===== config.mk =====
export PLATFORM = sky130hd
export DESIGN_NAME = cell_pos_reader_flat
export DESIGN_NICKNAME = d
export VERILOG_FILES = /design/src/rtl/cell_pos_reader_if.sv /design/src/rtl/cell_pos_reader.sv /design/src/flat_wrapper.sv
export SDC_FILE = /design/constraint.sdc
export NUM_CORES = 1
export LEC_CHECK = 0
export CAP_MARGIN = 20
export CORE_MARGIN = 1
export CORE_UTILIZATION = 30
export CTS_CLUSTER_DIAMETER = 80
export CTS_CLUSTER_SIZE = 40
export DETAILED_ROUTE_END_ITERATION = 8
export GPL_ROUTABILITY_DRIVEN = 0
export PLACE_DENSITY_LB_ADDON = 0.2
export SLEW_MARGIN = 25
export SYNTH_ARGS = -nofsm -noshare
export SYNTH_HDL_FRONTEND = slang
export SYNTH_SLANG_ARGS = --single-unit

===== constraint.sdc =====
create_clock -name clk -period 6.04 [get_ports clk]
set_clock_uncertainty 0.1 [all_clocks]
set_input_delay 0.604 -clock clk [delete_from_list [all_inputs] [get_ports clk]]
set_output_delay 0.604 -clock clk [all_outputs]
set_load 0.1 [all_outputs]

===== src/rtl/cell_pos_reader_if.sv =====
// Signal bundle between the cell position reader, its cell memory and the stream consumer.
// The master modport is the reader; the slave modport is everything around it.
interface cell_pos_reader_if #(
  parameter int DATA_WIDTH = 96,
  parameter int ADDR_WIDTH = 8
);
  logic                  start;
  logic                  busy;
  logic                  done;
  logic [ADDR_WIDTH-1:0] particle_count;
  logic [ADDR_WIDTH-1:0] mem_address;
  logic                  mem_rden;
  logic                  mem_wren;
  logic [DATA_WIDTH-1:0] mem_data;
  logic [DATA_WIDTH-1:0] mem_q;
  logic                  out_valid;
  logic                  out_ready;
  logic [DATA_WIDTH-1:0] out_data;
  logic [ADDR_WIDTH-1:0] out_pid;

  modport master (
    input  start, mem_q, out_ready,
    output busy, done, particle_count, mem_address, mem_rden, mem_wren,
           mem_data, out_valid, out_data, out_pid
  );

  modport slave (
    output start, mem_q, out_ready,
    input  busy, done, particle_count, mem_address, mem_rden, mem_wren,
           mem_data, out_valid, out_data, out_pid
  );
endinterface


===== src/rtl/cell_pos_reader.sv =====
// Reads the particle count and then particle words 1..count from one cell memory,
// hiding the 2-cycle read latency and stream backpressure behind a credit-limited 4-deep FIFO.
module cell_pos_reader #(
  parameter int DATA_WIDTH   = 96,
  parameter int ADDR_WIDTH   = 8,
  parameter int PARTICLE_NUM = 220
) (
  input  logic              clk,
  input  logic              rst,
  cell_pos_reader_if.master bus
);
  localparam logic [ADDR_WIDTH-1:0] MAX_COUNT = ADDR_WIDTH'(PARTICLE_NUM - 1);
  localparam logic [ADDR_WIDTH-1:0] ONE       = ADDR_WIDTH'(1);

  typedef enum logic [2:0] {IDLE, CNT_REQ, CNT_WAIT, STREAM, DRAIN} state_t;

  state_t                state, state_nx;
  logic                  issue;
  logic [ADDR_WIDTH-1:0] issue_addr;
  logic [ADDR_WIDTH-1:0] next_addr;
  logic                  cnt_latch;
  logic [ADDR_WIDTH-1:0] cnt_clamped;
  logic                  done_c;

  logic                  vld_p1, vld_p2;
  logic [ADDR_WIDTH-1:0] pid_p1, pid_p2;

  logic [DATA_WIDTH-1:0] fifo_data [4];
  logic [ADDR_WIDTH-1:0] fifo_pid  [4];
  logic [1:0]            wr_ptr, rd_ptr;
  logic [2:0]            fifo_count;
  logic                  fifo_nonempty;
  logic                  push, pop;
  logic [2:0]            in_flight;
  logic [3:0]            occupancy;
  logic                  credit_ok;

  function automatic logic [ADDR_WIDTH-1:0] clamp_count(input logic [ADDR_WIDTH-1:0] raw);
    return (raw > MAX_COUNT) ? MAX_COUNT : raw;
  endfunction

  assign cnt_clamped   = clamp_count(bus.mem_q[ADDR_WIDTH-1:0]);
  assign fifo_nonempty = (fifo_count != 3'd0);
  // pid 0 is the count word; it never enters the FIFO
  assign push          = vld_p2 && (pid_p2 != '0);
  assign pop           = fifo_nonempty && bus.out_ready;
  assign in_flight     = {2'b0, bus.mem_rden} + {2'b0, vld_p1} + {2'b0, vld_p2};
  // A pop this cycle frees its slot in time for a read issued now; this keeps 1 word/cycle.
  assign occupancy     = {1'b0, fifo_count} + {1'b0, in_flight} - {3'b0, pop};
  assign credit_ok     = (occupancy < 4'd4);

  always_comb begin
    state_nx   = state;
    issue      = 1'b0;
    issue_addr = next_addr;
    cnt_latch  = 1'b0;
    done_c     = 1'b0;
    unique case (state)
      IDLE: begin
        if (bus.start) begin
          issue      = 1'b1;
          issue_addr = '0;
          state_nx   = CNT_REQ;
        end
      end
      CNT_REQ: state_nx = CNT_WAIT;
      CNT_WAIT: begin
        if (vld_p2) begin
          cnt_latch = 1'b1;
          if (cnt_clamped == '0) begin
            state_nx = DRAIN;
          end else begin
            issue      = 1'b1;
            issue_addr = ONE;
            state_nx   = (cnt_clamped == ONE) ? DRAIN : STREAM;
          end
        end
      end
      STREAM: begin
        if (credit_ok) begin
          issue = 1'b1;
          if (next_addr == bus.particle_count) state_nx = DRAIN;
        end
      end
      DRAIN: begin
        if (in_flight == 3'd0 && fifo_count == 3'd0) begin
          done_c   = 1'b1;
          state_nx = IDLE;
        end
      end
      default: state_nx = IDLE;
    endcase
  end

  // p0: read issue registers; p1/p2: read-latency tracking; FIFO control
  always_ff @(posedge clk) begin
    if (rst) begin
      state              <= IDLE;
      bus.mem_rden       <= 1'b0;
      bus.mem_address    <= '0;
      bus.particle_count <= '0;
      next_addr          <= '0;
      vld_p1             <= 1'b0;
      vld_p2             <= 1'b0;
      wr_ptr             <= 2'd0;
      rd_ptr             <= 2'd0;
      fifo_count         <= 3'd0;
    end else begin
      state        <= state_nx;
      bus.mem_rden <= issue;
      if (issue) begin
        bus.mem_address <= issue_addr;
        next_addr       <= issue_addr + ONE;
      end
      if (cnt_latch) bus.particle_count <= cnt_clamped;
      vld_p1 <= bus.mem_rden;
      vld_p2 <= vld_p1;
      if (push) wr_ptr <= wr_ptr + 2'd1;
      if (pop)  rd_ptr <= rd_ptr + 2'd1;
      fifo_count <= fifo_count + {2'b0, push} - {2'b0, pop};
    end
  end

  // p1/p2 pid pipe and FIFO storage (data only, no reset)
  always_ff @(posedge clk) begin
    pid_p1 <= bus.mem_address;
    pid_p2 <= pid_p1;
    if (push) begin
      fifo_data[wr_ptr] <= bus.mem_q;
      fifo_pid[wr_ptr]  <= pid_p2;
    end
  end

  assign bus.busy      = (state != IDLE);
  assign bus.done      = done_c;
  assign bus.mem_wren  = 1'b0;
  assign bus.mem_data  = '0;
  assign bus.out_valid = fifo_nonempty;
  assign bus.out_data  = fifo_nonempty ? fifo_data[rd_ptr] : '0;
  assign bus.out_pid   = fifo_nonempty ? fifo_pid[rd_ptr]  : '0;
endmodule

===== src/flat_wrapper.sv =====
// flat-port wrapper written by rule: the top's interface ports become plain ports
module cell_pos_reader_flat 
#(
  parameter int DATA_WIDTH   = 96,
  parameter int ADDR_WIDTH   = 8,
  parameter int PARTICLE_NUM = 220
)
  (clk, rst, bus_start, bus_mem_q, bus_out_ready, bus_busy, bus_done, bus_particle_count, bus_mem_address, bus_mem_rden, bus_mem_wren, bus_mem_data, bus_out_valid, bus_out_data, bus_out_pid);
  cell_pos_reader_if #(.DATA_WIDTH(DATA_WIDTH), .ADDR_WIDTH(ADDR_WIDTH)) bus_i ();
  input  logic clk;
  input  logic rst;
  input wire logic [$bits(bus_i.start)-1:0] bus_start;
  input wire logic [$bits(bus_i.mem_q)-1:0] bus_mem_q;
  input wire logic [$bits(bus_i.out_ready)-1:0] bus_out_ready;
  output wire logic [$bits(bus_i.busy)-1:0] bus_busy;
  output wire logic [$bits(bus_i.done)-1:0] bus_done;
  output wire logic [$bits(bus_i.particle_count)-1:0] bus_particle_count;
  output wire logic [$bits(bus_i.mem_address)-1:0] bus_mem_address;
  output wire logic [$bits(bus_i.mem_rden)-1:0] bus_mem_rden;
  output wire logic [$bits(bus_i.mem_wren)-1:0] bus_mem_wren;
  output wire logic [$bits(bus_i.mem_data)-1:0] bus_mem_data;
  output wire logic [$bits(bus_i.out_valid)-1:0] bus_out_valid;
  output wire logic [$bits(bus_i.out_data)-1:0] bus_out_data;
  output wire logic [$bits(bus_i.out_pid)-1:0] bus_out_pid;
  assign bus_i.start = bus_start;
  assign bus_i.mem_q = bus_mem_q;
  assign bus_i.out_ready = bus_out_ready;
  assign bus_busy = bus_i.busy;
  assign bus_done = bus_i.done;
  assign bus_particle_count = bus_i.particle_count;
  assign bus_mem_address = bus_i.mem_address;
  assign bus_mem_rden = bus_i.mem_rden;
  assign bus_mem_wren = bus_i.mem_wren;
  assign bus_mem_data = bus_i.mem_data;
  assign bus_out_valid = bus_i.out_valid;
  assign bus_out_data = bus_i.out_data;
  assign bus_out_pid = bus_i.out_pid;
  cell_pos_reader #(.DATA_WIDTH(DATA_WIDTH), .ADDR_WIDTH(ADDR_WIDTH), .PARTICLE_NUM(PARTICLE_NUM)) u_core (.clk(clk), .rst(rst), .bus(bus_i));
endmodule

==> qor.yml <==
worstSetupPathType: "reg -> out"
cts_resized: 0
worst_r2r_path_depth: 11
fin_crit_sh_pct: 72.2
cts_tree: "done"
final_cells: 2099
std_cell_rows: 91
h-tree-depth: 1
rrSetupSlack_ns: 2.13
synth_seq_cells: 471
drtAntennaViolNets: 0
dieWidth_um: 252
worstPathRequired_ns: 5.34
powerDensity_nw_per_um2: 464
final_nets: 1355
post-dp-hpwl_mm: 26.3
p_sw_share_pct: 44.8
whs_ns: 0.237
cp_max_fo: 55
crit_path_end: "bus_out_data[29]"
cp-start-kind: "flip-flop"
vias_per_cell: 4.39
synth_cells: 1015
core-area_um2: 61800
fin_crit_ns: 4.36
final_max_slew_viol_count: 0
power.internal_mw: 5.84
antenna_found_initial: 6
clk_path_buf_depth: 3
cts_hold_buf: 0
start_util_pct: 30.4
grt_pass1_wl_mm: 61.8
die_y_um: 252
design_area_um2: 22800
worst_slack_ns: 1.68
layout-drive-gt1-share_pct: 15.4
grt_usage_pct: 12.9
place_ws_ns: 2.07
cap_viol_max_count: 0
setup_viol_count_final: 0
tightest_slew_ns: 1.09
grt_max_degree: 56
cts-root-buf: "clkbuf_16"
p_total_mw: 10.6
yosys.area.top_type: "edfxtp_1"
drc: 0
yosysWarnings: 0
max_clock_freq_mhz: 229
dieArea_um2: 63600
grt_overflow_total: 0
cp-end-kind: "primary output"
p_leak_nw: 7.28
portBuffers: 223
clkLatencyLatePin_ns: 0.60
clk_pin_slew_ns: 0.11
cts_buffers: 28
hold_viol_final: 0
p_switching_mw: 4.74
fin_util_pct: 36.9
rsz0062_at_grt: "no"
synth_area_leaders: "edfxtp_1 (67%), mux4_2 (12%), dfxtp_1 (5.9%), buf_4 (3.9%), and2_1 (3.7%)"
first_pass_iters: 4
maxSlewHeadroom_pct: 27.2
drt_iter0_drc: 437
wirelength_mm: 41.8
io_pins: 321
synth_top_cells_by_count: "edfxtp_1 (416), and2_1 (110), mux4_2 (104), buf_4 (97), dfxtp_1 (55)"
synth_top_area_share_pct: 66.5
synth_async_sr_flop_share_pct: 0
synthFlopType: "edfxtp_1"
num_vias: 9225
dp_cells: 2046
reg2reg_to: "u_core.next_addr[7]"
synth_enable_flop_cells: 416
arrival_ns: 3.66
yosysSeqAreaShare_pct: 72.4
p_seq_share_pct: 34.8
reg2reg_from: "u_core.fifo_count[1]"
syn_avg_cell_area_um2: 18.5
wl_per_cell_um: 19.9
ir_drop_mv: 0.248
hold_class: "reg -> reg"
clkPwrFrac_pct: 21.6
ys_types: 55
grt_pass1_vias: 9508
cts_setup_buffers: 0
synth_most_common_cell: "edfxtp_1"
tns_ns: 0
combPwrFrac_pct: 43.6
syn2layout_area_growth_pct: 21.6
syn-cell-area_um2: 18800
post_dp_cell_area_um2: 21700
outcome: "finished clean"
clock-sinks: 471
==> cell families after synthesis <==
family | share of synthesized area (%)
AND/OR/NAND/NOR | 6.21
multiplexers | 12.6
buffers and inverters | 5.33
adder cells (fa/ha/maj) | 1.15
XOR/XNOR | 0.793
flip-flops | 72.4
other | 0.0200
AO/OA/AOI/OAI | 1.51
==> routing by layer <==
metal | GRT usage [%] | routed length (um) | vias to the layer above
li1 | - | - | 4155
met1 | 17.0 | 18200 | 4818
met2 | 21.9 | 20800 | 203
met3 | 2.99 | 2270 | 43
met4 | 2.13 | 614 | 6
met5 | 0 | 45 | -
==> power groups by stage <==
stage / Combinational [mW] / Sequential [mW] / Clock, mW
floorplan: 3.73 / 3.67 / 0
global placement: 4.69 / 3.77 / 0
detailed placement: 4.69 / 3.76 / 0
CTS: 4.70 / 3.69 / 2.37
global route: 4.80 / 3.70 / 2.48
finish: 4.62 / 3.68 / 2.29
==> how the worst min path moves through the flow <==
stage	start	endpoint	depth (start not counted)
floorplan	u_core.pid_p1[0]	u_core.pid_p2[0]	0
global placement	u_core.pid_p1[1]	u_core.pid_p2[1]	0
detailed placement	u_core.pid_p1[1]	u_core.pid_p2[1]	0
CTS	u_core.pid_p1[7]	u_core.pid_p2[7]	0
global route	u_core.pid_p1[1]	u_core.pid_p2[1]	0
finish	u_core.pid_p1[7]	u_core.pid_p2[7]	0
==> cells in the final DEF, fill, tap and decap left out, types with 3 or more instances in the layout <==
| cell | count |
|---|---|
| inv_16 | 3 |
| xnor2_1 | 15 |
| or4_1 | 3 |
| nand3_1 | 10 |
| clkdlybuf4s50_1 | 221 |
| buf_12 | 7 |
| nor2_1 | 16 |
| nor3_1 | 4 |
| inv_1 | 15 |
| edfxtp_1 | 416 |
| inv_12 | 4 |
| and2_1 | 106 |
| a21oi_1 | 17 |
| nor2b_1 | 5 |
| and3_1 | 3 |
| conb_1 | 97 |
| clkbuf_16 | 29 |
| mux4_2 | 104 |
| a211oi_1 | 4 |
| nand2_1 | 29 |
| o221a_2 | 4 |
| nand4_1 | 4 |
| dfxtp_1 | 53 |
| ha_1 | 14 |
| buf_4 | 13 |
| clkinv_8 | 6 |
| nor4_1 | 4 |
| and2_4 | 5 |
==> critical path, stage by stage (launching register included) <==
cell and delay (ns):
dfxtp_4 0.75, buf_12 0.46, mux4_2 0.57, and2_1 0.17
clkdlybuf4s50_1 1.02
==> sequential cells by signal, indices dropped and copies added (netlist names), named ones only <==
signal and count:
u_core.fifo_data 384, u_core.fifo_pid 32, u_core.bus.mem_address 8, u_core.bus.particle_count 8, u_core.next_addr 8, u_core.pid_p1 8
u_core.pid_p2 8, u_core.fifo_count 3, u_core.state 3, u_core.rd_ptr 2, u_core.wr_ptr 2, u_core.bus.mem_rden 1
u_core.vld_p1 1, u_core.vld_p2 1
==> cell type report <==
class,instances,area (um2)
fill,5824,39000
tap,837,1050
timing repair buffer,243,2460
sequential,471,13600
inverter,17,65.1
multi-input combinational,478,4560
clock inverter,21,357
antenna,2,5.00
clock buffer,30,739
Note: power is estimated with default switching activity, not from simulation.
